$ cat src/rtl/lzc_run_encoder.sv
// Run-length encoder, the inverse of the leading-zero counter: cnt_i fill bits,
// one marker bit, then payload MSB-first; payload bits that fall off set sticky_o.
module lzc_run_encoder #(
  parameter int WIDTH = 31,
  parameter bit MODE  = 1'b1,
  localparam int CW   = $clog2(WIDTH + 1)
) (
  input  logic             clk_i,
  input  logic             rst_i,
  input  logic             valid_i,
  output logic             ready_o,
  input  logic [CW-1:0]    cnt_i,
  input  logic             empty_i,
  input  logic [WIDTH-1:0] payload_i,
  output logic             valid_o,
  input  logic             ready_i,
  output logic [WIDTH-1:0] data_o,
  output logic             sticky_o,
  output logic             sat_o
);

  localparam bit MARK = MODE;
  localparam bit FILL = ~MODE;

  // Handshake: a beat moves into a stage when that stage is empty or its
  // contents move on in the same cycle; input transfers on valid_i & ready_o,
  // output transfers on valid_o & ready_i.
  logic s1_valid, s2_valid;
  logic s1_adv, s2_adv;

  assign s2_adv  = !s2_valid | ready_i;
  assign s1_adv  = !s1_valid | s2_adv;
  assign ready_o = s1_adv & !rst_i;

  // Right shift that brings fill bits in from the top.
  function automatic logic [WIDTH-1:0] fill_shift(input logic [WIDTH-1:0] x,
                                                  input logic [CW-1:0]    sh);
    logic [WIDTH-1:0] ones;
    ones = '1;
    fill_shift = (x >> sh) | (FILL ? ~(ones >> sh) : '0);
  endfunction

  // Stage 1: coarse shift by the multiple-of-8 part of cnt_i.
  // payload_i[0] never reaches data_o, so the data path starts W bits wide.
  logic [CW-1:0]    k8;
  logic [WIDTH-1:0] dword;
  logic             lo_sticky_d;

  assign k8    = {cnt_i[CW-1:3], 3'b000};
  assign dword = {MARK, payload_i[WIDTH-1:1]};

  always_comb begin
    lo_sticky_d = 1'b0;
    for (int j = 0; j < WIDTH; j++) begin
      if (j < int'(k8)) lo_sticky_d = lo_sticky_d | payload_i[j];
    end
  end

  logic [WIDTH-1:0] s1_coarse;
  logic [WIDTH-1:0] s1_pay;
  logic             s1_lo_sticky;
  logic [2:0]       s1_fine;
  logic             s1_empty;
  logic             s1_sat;

  // Stage 2: fine shift (0-7) and the payload bits it pushes out of the window.
  logic [WIDTH-1:0] data_d;
  logic             hi_sticky_d;
  logic             sticky_d;

  always_comb begin
    hi_sticky_d = 1'b0;
    for (int j = 0; j < WIDTH; j++) begin
      if (j <= int'(s1_fine)) hi_sticky_d = hi_sticky_d | s1_pay[j];
    end
    data_d   = s1_empty ? {WIDTH{FILL}}
                        : fill_shift(s1_coarse, {{(CW-3){1'b0}}, s1_fine});
    sticky_d = !s1_empty & (s1_lo_sticky | hi_sticky_d);
  end

  logic [WIDTH-1:0] s2_data;
  logic             s2_sticky;
  logic             s2_sat;

  always_ff @(posedge clk_i) begin
    if (rst_i) begin
      s1_valid     <= 1'b0;
      s1_coarse    <= '0;
      s1_pay       <= '0;
      s1_lo_sticky <= 1'b0;
      s1_fine      <= '0;
      s1_empty     <= 1'b0;
      s1_sat       <= 1'b0;
      s2_valid     <= 1'b0;
      s2_data      <= '0;
      s2_sticky    <= 1'b0;
      s2_sat       <= 1'b0;
    end else begin
      if (s1_adv) begin
        s1_valid <= valid_i;
        if (valid_i) begin
          s1_coarse    <= fill_shift(dword, k8);
          s1_pay       <= payload_i >> k8;
          s1_lo_sticky <= lo_sticky_d;
          s1_fine      <= cnt_i[2:0];
          s1_empty     <= empty_i;
          s1_sat       <= (cnt_i >= CW'(WIDTH)) & !empty_i;
        end
      end
      if (s2_adv) begin
        s2_valid <= s1_valid;
        if (s1_valid) begin
          s2_data   <= data_d;
          s2_sticky <= sticky_d;
          s2_sat    <= s1_sat;
        end
      end
    end
  end

  assign valid_o  = s2_valid;
  assign data_o   = s2_data;
  assign sticky_o = s2_sticky;
  assign sat_o    = s2_sat;

endmodule

$ cat config.mk
export PLATFORM = sky130hd
export DESIGN_NAME = lzc_run_encoder
export DESIGN_NICKNAME = d
export VERILOG_FILES = /design/src/rtl/lzc_run_encoder.sv
export SDC_FILE = /design/constraint.sdc
export NUM_CORES = 1
export LEC_CHECK = 0
export BUFFER_PORTS_ARGS = -buffer_cell sky130_fd_sc_hd__buf_4
export CORE_MARGIN = 2
export CORE_UTILIZATION = 56
export CTS_BUF_LIST = sky130_fd_sc_hd__clkbuf_16
export DETAILED_ROUTE_END_ITERATION = 8
export PLACE_DENSITY = 0.81
export SLEW_MARGIN = 15
export SYNTH_ARGS = -nofsm -noshare
export SYNTH_HDL_FRONTEND = slang
export SYNTH_SLANG_ARGS = --single-unit
$ cat constraint.sdc
create_clock -name clk_i -period 2 [get_ports clk_i]
set_input_delay 0.4 -clock clk_i [delete_from_list [all_inputs] [get_ports clk_i]]
set_output_delay 0.4 -clock clk_i [all_outputs]
set_load 0.005 [all_outputs]
# Word level (Yosys, flattened, before mapping)
# Cells that the tools add are included.
dict set report classes {
  magnitude_cmp 39
  shift 3
  mux 39
  bitwise_logic 43
  n_reduce_logical 7
}
# op n
set op_table {}
lappend op_table {{less-than comparator 5 bit (first input constant)} 15}
lappend op_table {{less-than comparator 4 x 5 -> 1 bit (first input constant)} 8}
lappend op_table {{OR 1 bit} 40}
lappend op_table {{2-to-1 mux 1 bit} 38}
lappend op_table {{2-to-1 mux 31 bit} 1}
lappend op_table {{right shift 31 x 3 -> 31 bit} 1}
lappend op_table {{right shift 31 x 5 -> 31 bit} 1}
lappend op_table {{right shift 31 x 5 -> 8 bit} 1}
lappend op_table {{less-than comparator 3 x 5 -> 1 bit (first input constant)} 4}
lappend op_table {{<= comparator 3 bit (first input constant)} 4}
lappend op_table {{less-than comparator 1 x 5 -> 1 bit (first input constant)} 2}
lappend op_table {{less-than comparator 2 x 5 -> 1 bit (first input constant)} 2}
lappend op_table {{<= comparator 2 x 3 -> 1 bit (first input constant)} 2}
lappend op_table {{>= comparator 5 bit (second input constant)} 1}
lappend op_table {{logical NOT 1 bit} 5}
lappend op_table {{AND reduction 2 bit} 2}
lappend op_table {{bitwise AND 1 bit} 3}
lappend op_table {{<= comparator 1 x 3 -> 1 bit (first input constant)} 1}
dict set report totals {
  reg_bits 80
  inputBits 41
  out_inout_bits 35
  word_cells 142
}

# Longest topological paths before layout
dict set report depth {
  depth_word 62
  depth_mapped 7
  mapped_depth_nobuf 4
}

# Worst setup path before layout
# OpenSTA, ideal clock, no wires.
dict set report synth_path {
  path_kind {in2reg}
  startpoint {input ready_i}
  endpoint {register s2_data[7] (netlist: data_o[7])}
  setup_ns 0.122
  arrival_ns 1.433
  t_required_ns 1.878
  slack_ns 0.445
  cell_stages 6
  n_path_buf 2
  cell_sequence {nand2b_1 buf_2 nand4_1 clkbuf_1 nor2_1 a221o_1}
}
dict set report synth_between {
  elab_chain_len 2
}
# element line
set synth_rtl {}
lappend synth_rtl {{start, declared} 16} ;# input logic ready_i,
lappend synth_rtl {{OR 1 bit} 31} ;# assign s2_adv = !s2_valid | ready_i;
lappend synth_rtl {{AND reduction 2 bit (no source line)} --}
lappend synth_rtl {{end signal, assigned} 113} ;# s2_data <= data_d;
lappend synth_rtl {{end, declared} 81} ;# logic [WIDTH-1:0] s2_data;
# Every way passes these cells.
# A chain may end at the register's enable or synchronous reset.

# Final worst setup path
dict set report layout_path {
  startpoint {register s1_fine[2]}
  endpoint {register s2_sticky (netlist: sticky_o)}
}
dict set report layout_between {
  elab_chain_len 16
  elab_cells_between_ends 22
  cone_classes {order compare: 7; mux: 7; bitwise: 8}
}
# element line
set layout_rtl {}
lappend layout_rtl {{start, declared} 62} ;# logic [2:0] s1_fine;
lappend layout_rtl {{start signal, assigned} 105} ;# s1_fine <= cnt_i[2:0];
lappend layout_rtl {{<= comparator 1 x 3 -> 1 bit} 74} ;# if (j <= int'(s1_fine)) hi_sticky_d = hi_sticky_d | s1_pay[j];
lappend layout_rtl {{2-to-1 mux 1 bit} 74}
lappend layout_rtl {{OR 1 bit} 74}
lappend layout_rtl {{2-to-1 mux 1 bit} 74}
lappend layout_rtl {{OR 1 bit} 74}
lappend layout_rtl {{2-to-1 mux 1 bit} 74}
lappend layout_rtl {{OR 1 bit} 74}
lappend layout_rtl {{2-to-1 mux 1 bit} 74}
lappend layout_rtl {{OR 1 bit} 74}
lappend layout_rtl {{2-to-1 mux 1 bit} 74}
lappend layout_rtl {{OR 1 bit} 74}
lappend layout_rtl {{2-to-1 mux 1 bit} 74}
lappend layout_rtl {{OR 1 bit} 74}
lappend layout_rtl {{2-to-1 mux 1 bit *} 74}
lappend layout_rtl {{OR 1 bit *} 78} ;# sticky_d = !s1_empty & (s1_lo_sticky | hi_sticky_d);
lappend layout_rtl {{bitwise AND 1 bit *} 78}
lappend layout_rtl {{end signal, assigned} 114} ;# s2_sticky <= sticky_d;
lappend layout_rtl {{end, declared} 82} ;# logic s2_sticky;
# Every way passes the cells marked *; elsewhere a longest branch is shown, timed or not.

==> impl_metrics.toml <==
[status]
status = "completed"

[worst_setup_path]
rr_startpoint = "s1_fine[2]"
r2r_cells = 4
ff2ff_setup_slack_ns = 0.29
cp.required_ns = 2.20
crit_arrival_ns = 1.91
cp-endpoint = "sticky_o"
crit_path_end_kind = "register"
cp_max_fo = 10
crit_start = "s1_fine[2]"
r2r-end = "sticky_o"
cp-start-kind = "register"
critPathKind = "reg2reg"

[yosys]
avgSynthCellArea_sq_um = 8.90
synth_area_sq_mm = 0.00397
synth-async-reset-ratio = 0
synth_top_area_frac = 0.373
syn_nets = 487
synth_ff_type = "dfxtp_1"
netlist_top_cells_area = "dfxtp_1, mux2i_1, mux2_2, a21oi_1, nand2_1"
ys_seq_area_frac = 0.373
yosysWarnings = 0
postSynthCellCount = 446
ys_ff_latch = 74
yosysUniqueCellTypes = 41
synth_largest_area_cell = "dfxtp_1"
synth_edf_count = 0

[route]
drc = 0
drtAntennaViolNets = 0
routed_wirelength_mm = 10.5
routedWlPerCell_microns = 17.2
drtIter0Drc = 244
num_vias = 3668
dr.pass1.iters = 5
drt-vias-per-instance = 6.04

[global_route]
grt_overflow = 0
grt_pass1_vias = 3438
grt_pass1_wl_mm = 16.8
grt_max_degree = 41
grt_antenna_before_repair = 0
grt_use_total = 0.281

[power_and_ir_drop]
seqPwrFrac = 0.389
p_switching_w = 0.000983
powerDensity_mw_per_mm2 = 828
comb_power_share = 0.133
finalPower_w = 0.00413
clockPowerShare = 0.478
swShare = 0.238
power.leakage_nw = 2.10
vdd_drop_max_v = 0.000448
p_int_w = 0.00315

[layout]
ff_latch_area_sq_mm = 0.00148
n_fill_cell = 526
layout_common_cells = "buf_4, dfxtp_1, nand2_1, a21oi_1, mux2i_1"
multi_input_area_sq_mm = 0.00230
diodes = 0
fin_cells = 607
layout.nets = 547
area_delta_synth_final_pct = 25.7
final_common_cell = "buf_4"
layout-drive-gt1-share = 0.278

[clock_tree]
htree_num_levels = 3
cts_tree = "yes"
cts_buffers = 9
post_cts_buffers = 0
cts_root_buf = "clkbuf_16"
cts_num_sinks = 74
post_cts_resize_count = 0
clkTransAtPathRegs_ns = 0.06
clk_latency_ns = 0.33
clockBufferDepth = 2
cts_hold_buf = 0

[sta]
max_slew_margin = 0.648
max_freq_mhz = 585
fin_skew_ns = 0.00590
layout_min_cycle_time_ns = 1.71
period_share = 0.854
finalMaxSlewViolations = 0
worst_slack_ns = 0.292
worst_pin_slew_ns = 0.514
setup_violations = 0
hold_violations = 0
rsz0062_at_grt = "no"
fin_setup_tns_ns = 0
hold_slack_ns = 0.303

[die]
die_h_microns = 88.2
boundaryPins = 76
core_sq_mm = 0.00683
start_util = 0.581
die_x_microns = 88.2
fp-row-count = 30
die_area_sq_mm = 0.00778

[placement]
gp_congestion = 0.868
place_ws_ns = 0.258
port_buffers = 75
dp_cells = 591
dp_hpwl_mm = 7.39

[worst_hold_path]
min_path_type = "in2reg"

[flow_run]
cap_violations = 0
[sequential cells by signal, indices dropped and copies added, names as in the netlist]
name / cells
data_o: 31
s1_sat: 1
s1_pay: 2
sat_o: 1
valid_o: 1
s1_valid: 1
s1_lo_sticky: 1
s1_coarse: 31
sticky_o: 1
s1_fine: 3
s1_empty: 1
[synthesized netlist by cell type (3+ instances only)]
master	count
buf_1	3
nand2_1	59
o211ai_1	7
buf_2	24
nor2_1	30
o22ai_1	17
nor4_1	5
mux4_2	6
mux2i_1	43
or4_1	3
dfxtp_1	74
a211oi_1	8
nand3_1	12
a21oi_1	46
o21ai_0	8
clkbuf_1	9
mux2_2	29
a21o_1	19
nor2b_1	4
or3_1	8
nand4_1	3
a221o_1	5
[power by group through the flow]
| stage | clock, W | sequential (W) | combinational, W |
|---|---|---|---|
| after global placement | 0 | 0.00163 | 0.000526 |
| after global routing | 0.00204 | 0.00161 | 0.000599 |
| after CTS | 0.00199 | 0.00160 | 0.000546 |
| final | 0.00197 | 0.00161 | 0.000550 |
| after detailed placement | 0 | 0.00164 | 0.000540 |
| after floorplan | 0 | 0.00160 | 0.000363 |
[worst min-delay path by stage]
stage          slack, ns  depth (start not counted)          to  startpoint
3_3_place_gp        0.44                          1  data_o[21]  data_o[21]
3_5_place_dp        0.44                          1  data_o[17]  data_o[17]
4_1_cts             0.30                          3    s1_valid     valid_i
6_report            0.30                          3    s1_valid     valid_i
5_1_grt             0.34                          3    s1_empty     empty_i
2_1_floorplan       0.43                          2   s1_pay[0]   s1_pay[0]
[metrics by stage]
step	utilization	area, sq um
global route	0.731	4990
global placement	0.677	4620
finish	0.731	4990
detailed placement	0.677	4620
floorplan	-	3970
CTS	0.731	4990
[cells by family (layout without fill, tap and decap cells)]
| kind of cell | after synthesis | in the layout | share of synthesized area |
|---|---|---|---|
| compound gates | 122 | 122 | 0.196 |
| flops | 74 | 74 | 0.373 |
| mux | 81 | 81 | 0.234 |
| simple gates | 129 | 129 | 0.147 |
| buf+inv | 40 | 105 | 0.0492 |
[layout make-up]
| class | instances | area share |
|---|---|---|
| Clock buffer | 9 | 0.0451 |
| Clock inverter | 7 | 0.0283 |
| Inverter | 2 | 0.00150 |
| Multi-Input combinational cell | 332 | 0.461 |
| Sequential cell | 74 | 0.297 |
| Tap cell | 96 | 0.0241 |
| Timing Repair Buffer | 87 | 0.143 |
[layer usage]
metal	track usage	wire, microns	up-vias
li1	-	-	1764
met1	0.383	4570	1705
met2	0.441	4910	172
met3	0.0537	708	27
met4	0.112	267	0
met5	0	0	-
[critical path: stages, from the launching register on]
cell and delay, ns:
dfxtp_1 0.39, buf_4 0.22, a221o_1 0.32, a2111oi_0 0.53, o21ai_1 0.12
Power figures use the tool's default switching activity.
